### src/rtl/cmp_result_filter.sv
// -----------------------------------------------------------------------------
// cmp_result_filter
//
// Debounce and event-tracking stage that sits directly after the 4-bit
// magnitude comparator. Valid one-hot comparator results are classified as
// ABOVE, BELOW or EQ. A new relation is committed only after DEBOUNCE
// consecutive identical valid samples. Committed entries into each relation
// are counted in saturating counters.
//
// Build option:
//   CMP_RESULT_CHECK_EN  defined   : a malformed valid sample sets the sticky
//                                    err flag and restarts the streak.
//                        undefined : a malformed valid sample is ignored like
//                                    an in_valid-low cycle; err is tied to 0.
//
// Parameters:
//   DEBOUNCE   consecutive identical valid samples needed to commit (1..15)
//   CNT_W      width of each saturating event counter
//
// Ports:
//   clk        in   clock, rising edge
//   rst        in   asynchronous active-high reset
//   in_valid   in   sample strobe for the comparator outputs
//   a_gt_b     in   comparator A>B
//   a_lt_b     in   comparator A<B
//   a_eq_b     in   comparator A==B
//   clr        in   synchronous clear of the counters and err
//   state      out  committed relation: 00 IDLE, 01 EQ, 10 ABOVE, 11 BELOW
//   state_chg  out  one-cycle pulse after a commit edge
//   gt_cnt     out  entries into ABOVE
//   lt_cnt     out  entries into BELOW
//   eq_cnt     out  entries into EQ
//   err        out  sticky malformed-sample flag
// -----------------------------------------------------------------------------
module cmp_result_filter #(
   parameter int unsigned DEBOUNCE = 3,
   parameter int unsigned CNT_W    = 8
) (
   input  logic             clk,
   input  logic             rst,
   input  logic             in_valid,
   input  logic             a_gt_b,
   input  logic             a_lt_b,
   input  logic             a_eq_b,
   input  logic             clr,
   output logic [1:0]       state,
   output logic             state_chg,
   output logic [CNT_W-1:0] gt_cnt,
   output logic [CNT_W-1:0] lt_cnt,
   output logic [CNT_W-1:0] eq_cnt,
   output logic             err
);

   typedef enum logic [1:0] {
      ST_IDLE  = 2'b00,
      ST_EQ    = 2'b01,
      ST_ABOVE = 2'b10,
      ST_BELOW = 2'b11
   } rel_e;

   localparam logic [3:0]       DEB     = 4'(DEBOUNCE);
   localparam logic [CNT_W-1:0] CNT_MAX = '1;
   localparam logic [CNT_W-1:0] CNT_ONE = CNT_W'(1);

   // The candidate reuses the relation encoding; ST_IDLE stands for "no
   // candidate", which can never match a classified sample.
   rel_e             state_q, state_d;
   rel_e             cand_q, cand_d;
   logic [3:0]       streak_q, streak_d;
   logic             chg_q, chg_d;
   logic [CNT_W-1:0] gt_q, gt_d;
   logic [CNT_W-1:0] lt_q, lt_d;
   logic [CNT_W-1:0] eq_q, eq_d;

   rel_e             cls;
   logic             code_ok;
   logic             smp_legal;
   logic             commit;

   // Sample classification: only the three one-hot codes are legal.
   always_comb begin
      cls     = ST_IDLE;
      code_ok = 1'b0;
      case ({a_gt_b, a_lt_b, a_eq_b})
         3'b100:  begin cls = ST_ABOVE; code_ok = 1'b1; end
         3'b010:  begin cls = ST_BELOW; code_ok = 1'b1; end
         3'b001:  begin cls = ST_EQ;    code_ok = 1'b1; end
         default: begin cls = ST_IDLE;  code_ok = 1'b0; end
      endcase
   end

   assign smp_legal = in_valid & code_ok;

`ifdef CMP_RESULT_CHECK_EN
   logic err_q, err_d;
   logic smp_illegal;
   assign smp_illegal = in_valid & ~code_ok;
`endif

   always_comb begin
      state_d  = state_q;
      cand_d   = cand_q;
      streak_d = streak_q;
      chg_d    = 1'b0;
      commit   = 1'b0;
      gt_d     = gt_q;
      lt_d     = lt_q;
      eq_d     = eq_q;
`ifdef CMP_RESULT_CHECK_EN
      err_d    = err_q;
`endif

      if (smp_legal) begin
         if (cls == cand_q) begin
            streak_d = (streak_q >= DEB) ? DEB : streak_q + 4'd1;
         end else begin
            cand_d   = cls;
            streak_d = 4'd1;
         end
         // Commit is judged on the updated streak so the DEBOUNCE-th sample
         // commits on its own edge; matching the current state never recounts.
         if ((streak_d == DEB) && (cand_d != state_q)) begin
            commit  = 1'b1;
            state_d = cand_d;
            chg_d   = 1'b1;
         end
      end
`ifdef CMP_RESULT_CHECK_EN
      else if (smp_illegal) begin
         cand_d   = ST_IDLE;
         streak_d = '0;
         err_d    = 1'b1;
      end
`endif

      if (commit) begin
         case (cand_d)
            ST_ABOVE: if (gt_q != CNT_MAX) gt_d = gt_q + CNT_ONE;
            ST_BELOW: if (lt_q != CNT_MAX) lt_d = lt_q + CNT_ONE;
            ST_EQ:    if (eq_q != CNT_MAX) eq_d = eq_q + CNT_ONE;
            default:  ;
         endcase
      end

      // Clear overrides any coincident increment but leaves the relation
      // tracking (state, candidate, streak, pulse) alone.
      if (clr) begin
         gt_d = '0;
         lt_d = '0;
         eq_d = '0;
`ifdef CMP_RESULT_CHECK_EN
         err_d = 1'b0;
`endif
      end
   end

   always_ff @(posedge clk or posedge rst) begin
      if (rst) begin
         state_q  <= ST_IDLE;
         cand_q   <= ST_IDLE;
         streak_q <= '0;
         chg_q    <= 1'b0;
         gt_q     <= '0;
         lt_q     <= '0;
         eq_q     <= '0;
      end else begin
         state_q  <= state_d;
         cand_q   <= cand_d;
         streak_q <= streak_d;
         chg_q    <= chg_d;
         gt_q     <= gt_d;
         lt_q     <= lt_d;
         eq_q     <= eq_d;
      end
   end

`ifdef CMP_RESULT_CHECK_EN
   always_ff @(posedge clk or posedge rst) begin
      if (rst) begin
         err_q <= 1'b0;
      end else begin
         err_q <= err_d;
      end
   end

   assign err = err_q;
`else
   assign err = 1'b0;
`endif

   assign state     = state_q;
   assign state_chg = chg_q;
   assign gt_cnt    = gt_q;
   assign lt_cnt    = lt_q;
   assign eq_cnt    = eq_q;

endmodule

### config.mk
export PLATFORM = sky130hd
export DESIGN_NAME = cmp_result_filter
export DESIGN_NICKNAME = d
export VERILOG_FILES = /design/src/rtl/cmp_result_filter.sv
export SDC_FILE = /design/constraint.sdc
export NUM_CORES = 1
export LEC_CHECK = 0
export ABC_AREA = 1
export BUFFER_PORTS_ARGS = -buffer_cell sky130_fd_sc_hd__buf_2
export CAP_MARGIN = 20
export CORE_MARGIN = 8
export CORE_UTILIZATION = 52
export CTS_CLUSTER_DIAMETER = 60
export DETAILED_ROUTE_END_ITERATION = 8
export PLACE_DENSITY_LB_ADDON = 0.05
export SLEW_MARGIN = 20
export SYNTH_ARGS = -nofsm -noshare
export SYNTH_HDL_FRONTEND = slang
export SYNTH_SLANG_ARGS = --single-unit
### constraint.sdc
create_clock -name clk -period 3.9 [get_ports clk]
set_input_delay 0.585 -clock clk [delete_from_list [all_inputs] [get_ports clk]]
set_output_delay 0.585 -clock clk [all_outputs]
set_load 0.02 [all_outputs]
# After elaboration in Yosys (flattened, before gate mapping)
# Index checks and enable logic that the tools add are counted.
# word_totals
reg_bits	33
input_bits	7
out_inout_bits	28
# classes
n_addsub	4
magnitude_cmp	1
n_eq_ne	12
muxes	22
bitwise	1
reduce_logical	13
# op_table
op	n
8-bit 2-to-1 mux	12
8-bit by 1-bit adder with 8-bit output, second input constant	3
8-bit != test, second input constant	3
2-bit nonzero test	7
4-bit 2-to-1 mux	3
3-bit AND reduction	3
2-bit 2-to-1 mux	3
2-bit case mux with 3 select lines	1
4-bit by 1-bit adder with 4-bit output, second input constant	1
2-bit equality test, second input constant	2
4-bit by 2-bit equality test with 1-bit output, second input constant	1
4-bit by 2-bit >= comparator with 1-bit output, second input constant	1
3-bit by 1-bit equality test with 1-bit output, second input constant	1
3-bit by 2-bit equality test with 1-bit output, second input constant	1
3-bit equality test, second input constant	1
1-bit 2-to-1 mux	3
3-bit OR reduction	1
2-bit by 1-bit equality test with 1-bit output, second input constant	1
2-bit equality test	1
2-bit != test	1
2-bit AND reduction	1
1-bit bitwise AND	1
1-bit logical AND	1

# Longest topological paths before layout
# Gate-level depths: netlist of the first run.
# logic_depth
depth_word	11
ltp_mapped	12
mapped_depth_nobuf	11

# Least setup slack after synthesis of the first run
# No wires, ideal clock.
# synth_path
path_kind	input -> register
start	in a_eq_b
end	reg gt_q[5] (netlist: gt_cnt[5])
setup_time_ps	118
t_arrival_ps	1624
t_required_ps	3782
path_slack_ps	2158
stages	11
cell_sequence	inv_2 > nand3_1 > nand3_1 > nand2_1 > nor2_1 > nand2_1 > nor2_4 > buf_6 > nand2_4 > nand3_1 > nand2_1
# synth_via
elab_chain_cells	11
# synth_rtl
element	line	source
start, declared	44	input logic a_eq_b,
3-bit by 1-bit equality test with 1-bit output (tied with other cells)	84	case ({a_gt_b, a_lt_b, a_eq_b})
2-bit case mux with 3 select lines	84	
2-bit equality test	114	if (cls == cand_q) begin
4-bit 2-to-1 mux / 2-bit 2-to-1 mux (equally long branches)	114	
4-bit 2-to-1 mux / 2-bit 2-to-1 mux (equally long branches)	113	if (smp_legal) begin
4-bit by 2-bit equality test with 1-bit output / 2-bit != test (equally long branches)	122	if ((streak_d == DEB) && (cand_d != state_q)) begin
1-bit logical AND	122	
1-bit 2-to-1 mux	122	
1-bit 2-to-1 mux	113	
2-bit nonzero test (no source line)	n/a	
3-bit AND reduction (no source line) *	n/a	
end signal, assigned	171	gt_q <= gt_d;
end, declared	71	logic [CNT_W-1:0] gt_q, gt_d;
# Every way passes the cells marked *; elsewhere a longest branch is shown, timed or not. The select of a mux whose other input is x is not followed.
# A chain may end at the register's enable or synchronous reset.

# Worst setup path in the final report of the first run
# layout_path
start	in a_eq_b
end	reg eq_q[6] (netlist: eq_cnt[6])
# layout_via
elab_chain_cells	11
# layout_rtl
element	line	source
3-bit by 1-bit equality test with 1-bit output (tied with other cells)	84	
2-bit case mux with 3 select lines	84	
2-bit equality test	114	
4-bit 2-to-1 mux / 2-bit 2-to-1 mux (equally long branches)	114	
4-bit 2-to-1 mux / 2-bit 2-to-1 mux (equally long branches)	113	
4-bit by 2-bit equality test with 1-bit output / 2-bit != test (equally long branches)	122	
1-bit logical AND	122	
1-bit 2-to-1 mux	122	
1-bit 2-to-1 mux	113	
2-bit nonzero test (no source line)	n/a	
3-bit AND reduction (no source line) *	n/a	
end signal, assigned	173	eq_q <= eq_d;
end, declared	73	logic [CNT_W-1:0] eq_q, eq_d;
# Marked as above.

==> metrics.txt, run 1 <==
run status=finished clean; worst-margin pin slew=0.8258 ns; number of CTS-inserted buffers=5; first-pass GRT wire length=7576 µm; Pre-antenna DRT Iters=4; WHS=0.4572 ns; core area=3689 µm²; setup TNS=0 ns; clock tree sinks=33; WP buf/inv=2; Relative slew margins=44.89%; Clock power frac=32.0%; Setup violations, final=0; total power draw=0.8017 mW; Leakage=1.374 nW; Max Slew Vio Count=0; Vias=1759; number of synthesized register bits=33; register area share after synthesis=41.38%; crit path DAT=2.39 ns; Worst setup SP type=input port; Sw Share=31.01%; post-synth top area cell=dfrtp_1; post-CTS sizing=0; crit-path cells=buf_2 -> inv_2 -> nand3_1 -> nand3_1 -> nand2_1 -> nor2_1 -> nand2_1 -> nor2_4 -> nand2_2 -> nand3_1 -> nand2_1; CTS tree=yes; share of post-route cells with drive strength above 1=18.64%; Fin. Hold Viols=0; # diodes=0; total grt overflow=0; Sequential Power Share=47.3%; final non-filler cell total=343; pin count of the biggest net entering global routing=33; Top Family by Delay on Critical Path=simple AND/OR/NAND/NOR gates; Filler cells=354; Initial Util=54.10%; top layer reached by signal wires=met4; CP Class=in -> reg; routed wl met3=221 µm; HP Class=in -> async; Synth area leaders=dfrtp_1 41%, nand2_1 12%, nand3_1 11%; Syn. warnings=0; initial antenna violation count=0; P_sw=0.2486 mW; nets=306; Crit path required time=4.06 ns; clock buffer depth=2; vias in the first global route=1731; WL met2=1933 µm; Post-Route WL=4171 µm; Antenna Violating Nets Remaining=0; site row count=22; Tot GR Track Use=14.76%; Placed Area=2183 µm²; Root Driver=clkbuf_8; PD cells=353.2 nW/µm²; area of the multi-input gates=997.2 µm²; Die Wd=77.95 µm; wire per inst=12.16 µm; clk_skew=0.005612 ns; CP max stage delay=0.57 ns; CTS H-tree depth=2; # Post-CTS Setup Buffers=0; Clk pin slew, worst setup/hold paths=0.07 ns; min cycle time layout=2.228 ns; max-capacitance violation count=0; Post-DP HPWL=2950 µm; fin area=2270 µm²; fin worst setup slack=1.672 ns; area delta synth->final=13.73%; Final Cycle Share=57.12%; cts hold-fix bufs=0; Placer Congestion=0.8309; crit-path max FO=32; Syn Nets=273; post-DR vias/cell=5.128; Finished Core Util=61.53%; IO Port Bufs=33; io pins=35; Slowest-stage cell, CP=nor2_4; DRC violations left=0; clock latency at the later pin of the worst-skew pair=0.28 ns; syn avg cell area=7.617 µm²; Gate power share=20.7%; critical path capture point type=flop; area of all sequential standard cells=825.8 µm²; DR iter-0 viols=103; Yosys top cell area share=41.38%; dpl ws=1.376 ns; IR drop worst, VDD=0.2102 mV; max frequency=0.4489 GHz; Yosys cell types=23; Worst R2R Setup Slack=1.84 ns; Int Power=0.5531 mW; Syn Inst Count=262; Post-Syn Area=1996 µm²; chip height=77.95 µm; Die ar.=6076 µm²; M1 WL=1961 µm; Inst Count DP=336; RSZ-0062 raised after global routing=false
==> power groups by stage <==
stage | registers (mW) | logic (mW) | clock network [mW]
floorplan | 0.397 | 0.114 | 0
global placement | 0.386 | 0.166 | 0
detailed placement | 0.386 | 0.167 | 0
CTS | 0.380 | 0.168 | 0.268
global route | 0.382 | 0.187 | 0.278
finish | 0.379 | 0.166 | 0.257
==> area by class of cell <==
class | instances | share of cell area, %
Clock buffer | 7 | 3.804
Inverter | 32 | 5.292
Multi-Input combinational cell | 188 | 43.94
Sequential cell | 33 | 36.38
Tap cell | 48 | 2.646
Timing Repair Buffer | 35 | 7.938
==> synth_stat cells, drive strengths merged <==
cell type and n:
inv 32, xnor2 2, o21ai 2, buf 5, xor2 13, nor3 1
clkbuf 4, nand4 26, a21oi 1, ha 4, nand2 67, nand3 47
dfrtp 33, conb 1, nor2 24
==> state kept, by name, indices dropped and copies added (netlist names) <==
signal     cells
cand_q         2
eq_cnt         8
gt_cnt         8
lt_cnt         8
state          2
state_chg      1
streak_q       4
==> kinds of logic (layout without fill, tap and decap cells) <==
family                   Yosys count  count (layout)  share of synthesized area, %
AND/OR/NAND/NOR                  165             165                         39.94
adder cells (fa/ha/maj)            4               4                         2.508
other                              1               1                        0.1879
XOR/XNOR                          15              15                         6.583
AO/OA/AOI/OAI                      3               3                        0.7521
flip-flops                        33              33                         41.38
buffers and inverters             41              74                         8.651
==> final timing paths <==
kind                              from          end  cells past startpoint
min                                rst    lt_cnt[2]                      2
max reg2reg                streak_q[0]    eq_cnt[6]                      8
min reg2reg                streak_q[3]  streak_q[3]                      2
max in group asynchronous          rst    eq_cnt[7]                      3
min in group clk           streak_q[3]  streak_q[3]                      2
max                             a_eq_b    eq_cnt[6]                     11
==> worst register-to-register path: stages (launching register included) <==
cell and delay (ns):
dfrtp_1 0.40, ha_1 0.28, nor2_1 0.05, nor2_1 0.09, nand2_1 0.10, nor2_4 0.57
nand2_2 0.26, nand3_1 0.13, nand2_1 0.06
==> placed cells by master (no fill, tap or decap), drive strengths merged, types with 2 or more instances in the layout <==
master / Yosys / routed
clkbuf: 4 / 7
o21ai: 2 / 2
dfrtp: 33 / 33
xnor2: 2 / 2
ha: 4 / 4
inv: 32 / 32
nor2: 24 / 24
nand4: 26 / 26
nand2: 67 / 67
xor2: 13 / 13
nand3: 47 / 47
buf: 5 / 35
==> per-layer routing <==
| layer | track usage, % | vias to the layer above |
|---|---|---|
| li1 | - | 923 |
| met1 | 18.60 | 795 |
| met2 | 23.31 | 36 |
| met3 | 4.839 | 5 |
| met4 | 4.815 | 0 |
| met5 | 0 | - |
Note: power is estimated with default switching activity, not from simulation.
==> inputs of run 2 (changes only) <==
clock period = 2.2 ns   (was 3.9 ns; I/O delays follow)
==> run 2 against run 1 <==
  * Sequential power grew 78%
  * Sequential cell count is the same
  * Register-to-register slack lost 1.5 ns
  * Clock skew is essentially flat
  * Cell count grew 0.29%
  * Design area grew 0.11%
  * Largest power group unchanged
==> metrics.txt, run 2 (synthesized netlist as in run 1, its figures left out) <==
share of post-route cells with drive strength above 1=19.26%; CP Class=reg -> reg; DRC violations left=0; Post-DP HPWL=3108 µm; Clk pin slew, worst setup/hold paths=0.06 ns; area delta synth->final=13.86%; Placer Congestion=0.8134; critical path capture point type=flop; CTS tree=yes; Antenna Violating Nets Remaining=0; DR iter-0 viols=126; CP max stage delay=0.42 ns; RSZ-0062 raised after global routing=false; Fin. Hold Viols=0; run status=finished clean; clock buffer depth=2; # diodes=0; CP Launch Point=gt_cnt[0]; Post-Route WL=4430 µm; Tot GR Track Use=15.21%; Vias=1787; HP Class=in -> async; core area=3689 µm²; Final Cycle Share=82.64%; Inst Count DP=338; CP most frequent cell=nand2_1; clock tree sinks=33; min cycle time layout=1.818 ns; Finished Core Util=61.60%; Top Family by Delay on Critical Path=simple AND/OR/NAND/NOR gates; Die Wd=77.95 µm; Initial Util=54.10%; nets=308; first-pass GRT wire length=7672 µm; crit-path cells=ha_1 -> nand2_1 -> inv_1 -> nand2_1 -> nor2_1 -> nand2_1 -> nand3_1 -> nor2_2 -> nand2_4 -> nand3_1 -> nand2_1; total grt overflow=0; Leakage=1.380 nW; IR drop worst, VDD=0.3115 mV; vias in the first global route=1711; Worst R2R Setup Slack=0.38 ns; post-DR vias/cell=5.195; Root Driver=clkbuf_8; Die ar.=6076 µm²; cts hold-fix bufs=0; Slowest-stage cell, CP=dfrtp_1; post-CTS sizing=0; max-capacitance violation count=0; Setup violations, final=0; commonest cells after routing, fill and taps aside=63 x nand2_1, 45 x nand3_1, 33 x dfrtp_1, 33 x buf_2, 29 x inv_1; number of CTS-inserted buffers=5; Placed Area=2198 µm²; Worst setup SP type=flop; io pins=35; Pre-antenna DRT Iters=4; # Post-CTS Setup Buffers=0; IO Port Bufs=33; chip height=77.95 µm; Crit path required time=2.37 ns; clk_skew=0.005986 ns; initial antenna violation count=0; WP buf/inv=1; PD cells=611.0 nW/µm²; pin count of the biggest net entering global routing=49; max frequency=0.5501 GHz; fin area=2272 µm²; crit path DAT=1.99 ns; commonest non-fill, non-tap cell in the layout=nand2_1; crit-path max FO=9; Max Slew Vio Count=0; CTS H-tree depth=2; clock latency at the later pin of the worst-skew pair=0.28 ns; wire per inst=12.88 µm; Worst R2R Start=gt_cnt[0]; final non-filler cell total=344; site row count=22; setup TNS=0 ns
[run 2: cell types whose count changed in the layout (fill, tap and decap cells not counted), sizes merged]
cell / before / now
clkinv: 0 / 1
clkbuf: 7 / 5
buf: 35 / 37
[run 2: routing by layer]
metal / track usage, % / wire length (µm) / share of wire [%] / up-vias
met2: 24.31 / 2038 / 46 / 34
met4: 6.667 / 72 / 1.6 / 0
met3: 4.032 / 192 / 4.3 / 10
met5: 0 / 0 / 0 / -
li1: - / - / - / 927
met1: 18.84 / 2127 / 48 / 816
[run 2: power by group]
part / internal (mW) / switching (mW)
registers: 0.645 / 0.0297
clock network: 0.208 / 0.208
logic: 0.0906 / 0.207
[run 2: final cells by class]
cell class	instances	area (µm²)
Clock inverter	1	5.005
Fill cell	345	1416
Timing Repair Buffer	37	195.2
Clock buffer	5	68.82
Inverter	32	120.1
Sequential cell	33	825.8
Tap cell	48	60.06
Multi-Input combinational cell	188	997.2
[run 2: final timing paths]
path / endpoint / depth (start not counted)
hold reg to reg: streak_q[2] / 2
hold / removal: lt_cnt[2] / 3
max in group asynchronous: gt_cnt[7] / 3
setup / recovery: gt_cnt[5] / 11
setup reg to reg: gt_cnt[5] / 11
min in group clk: cand_q[0] / 3
[run 2: worst min-delay path, stage by stage]
cell   delay [ns]
buf_2        0.09
inv_1        0.04
buf_4        0.37
[run 2: stage by stage]
step / hold slack (ns) / setup slack, ns / power, mW
final: 0.1255 / 0.3820 / 1.388
after detailed placement: 0.4398 / 0.2047 / 0.9850
after global placement: 0.4431 / 0.2823 / 0.9812
after floorplan: 0.4541 / 0.5275 / 0.9061
after CTS: 0.1364 / 0.3800 / 1.404
after global routing: 0.1802 / 0.1799 / 1.469
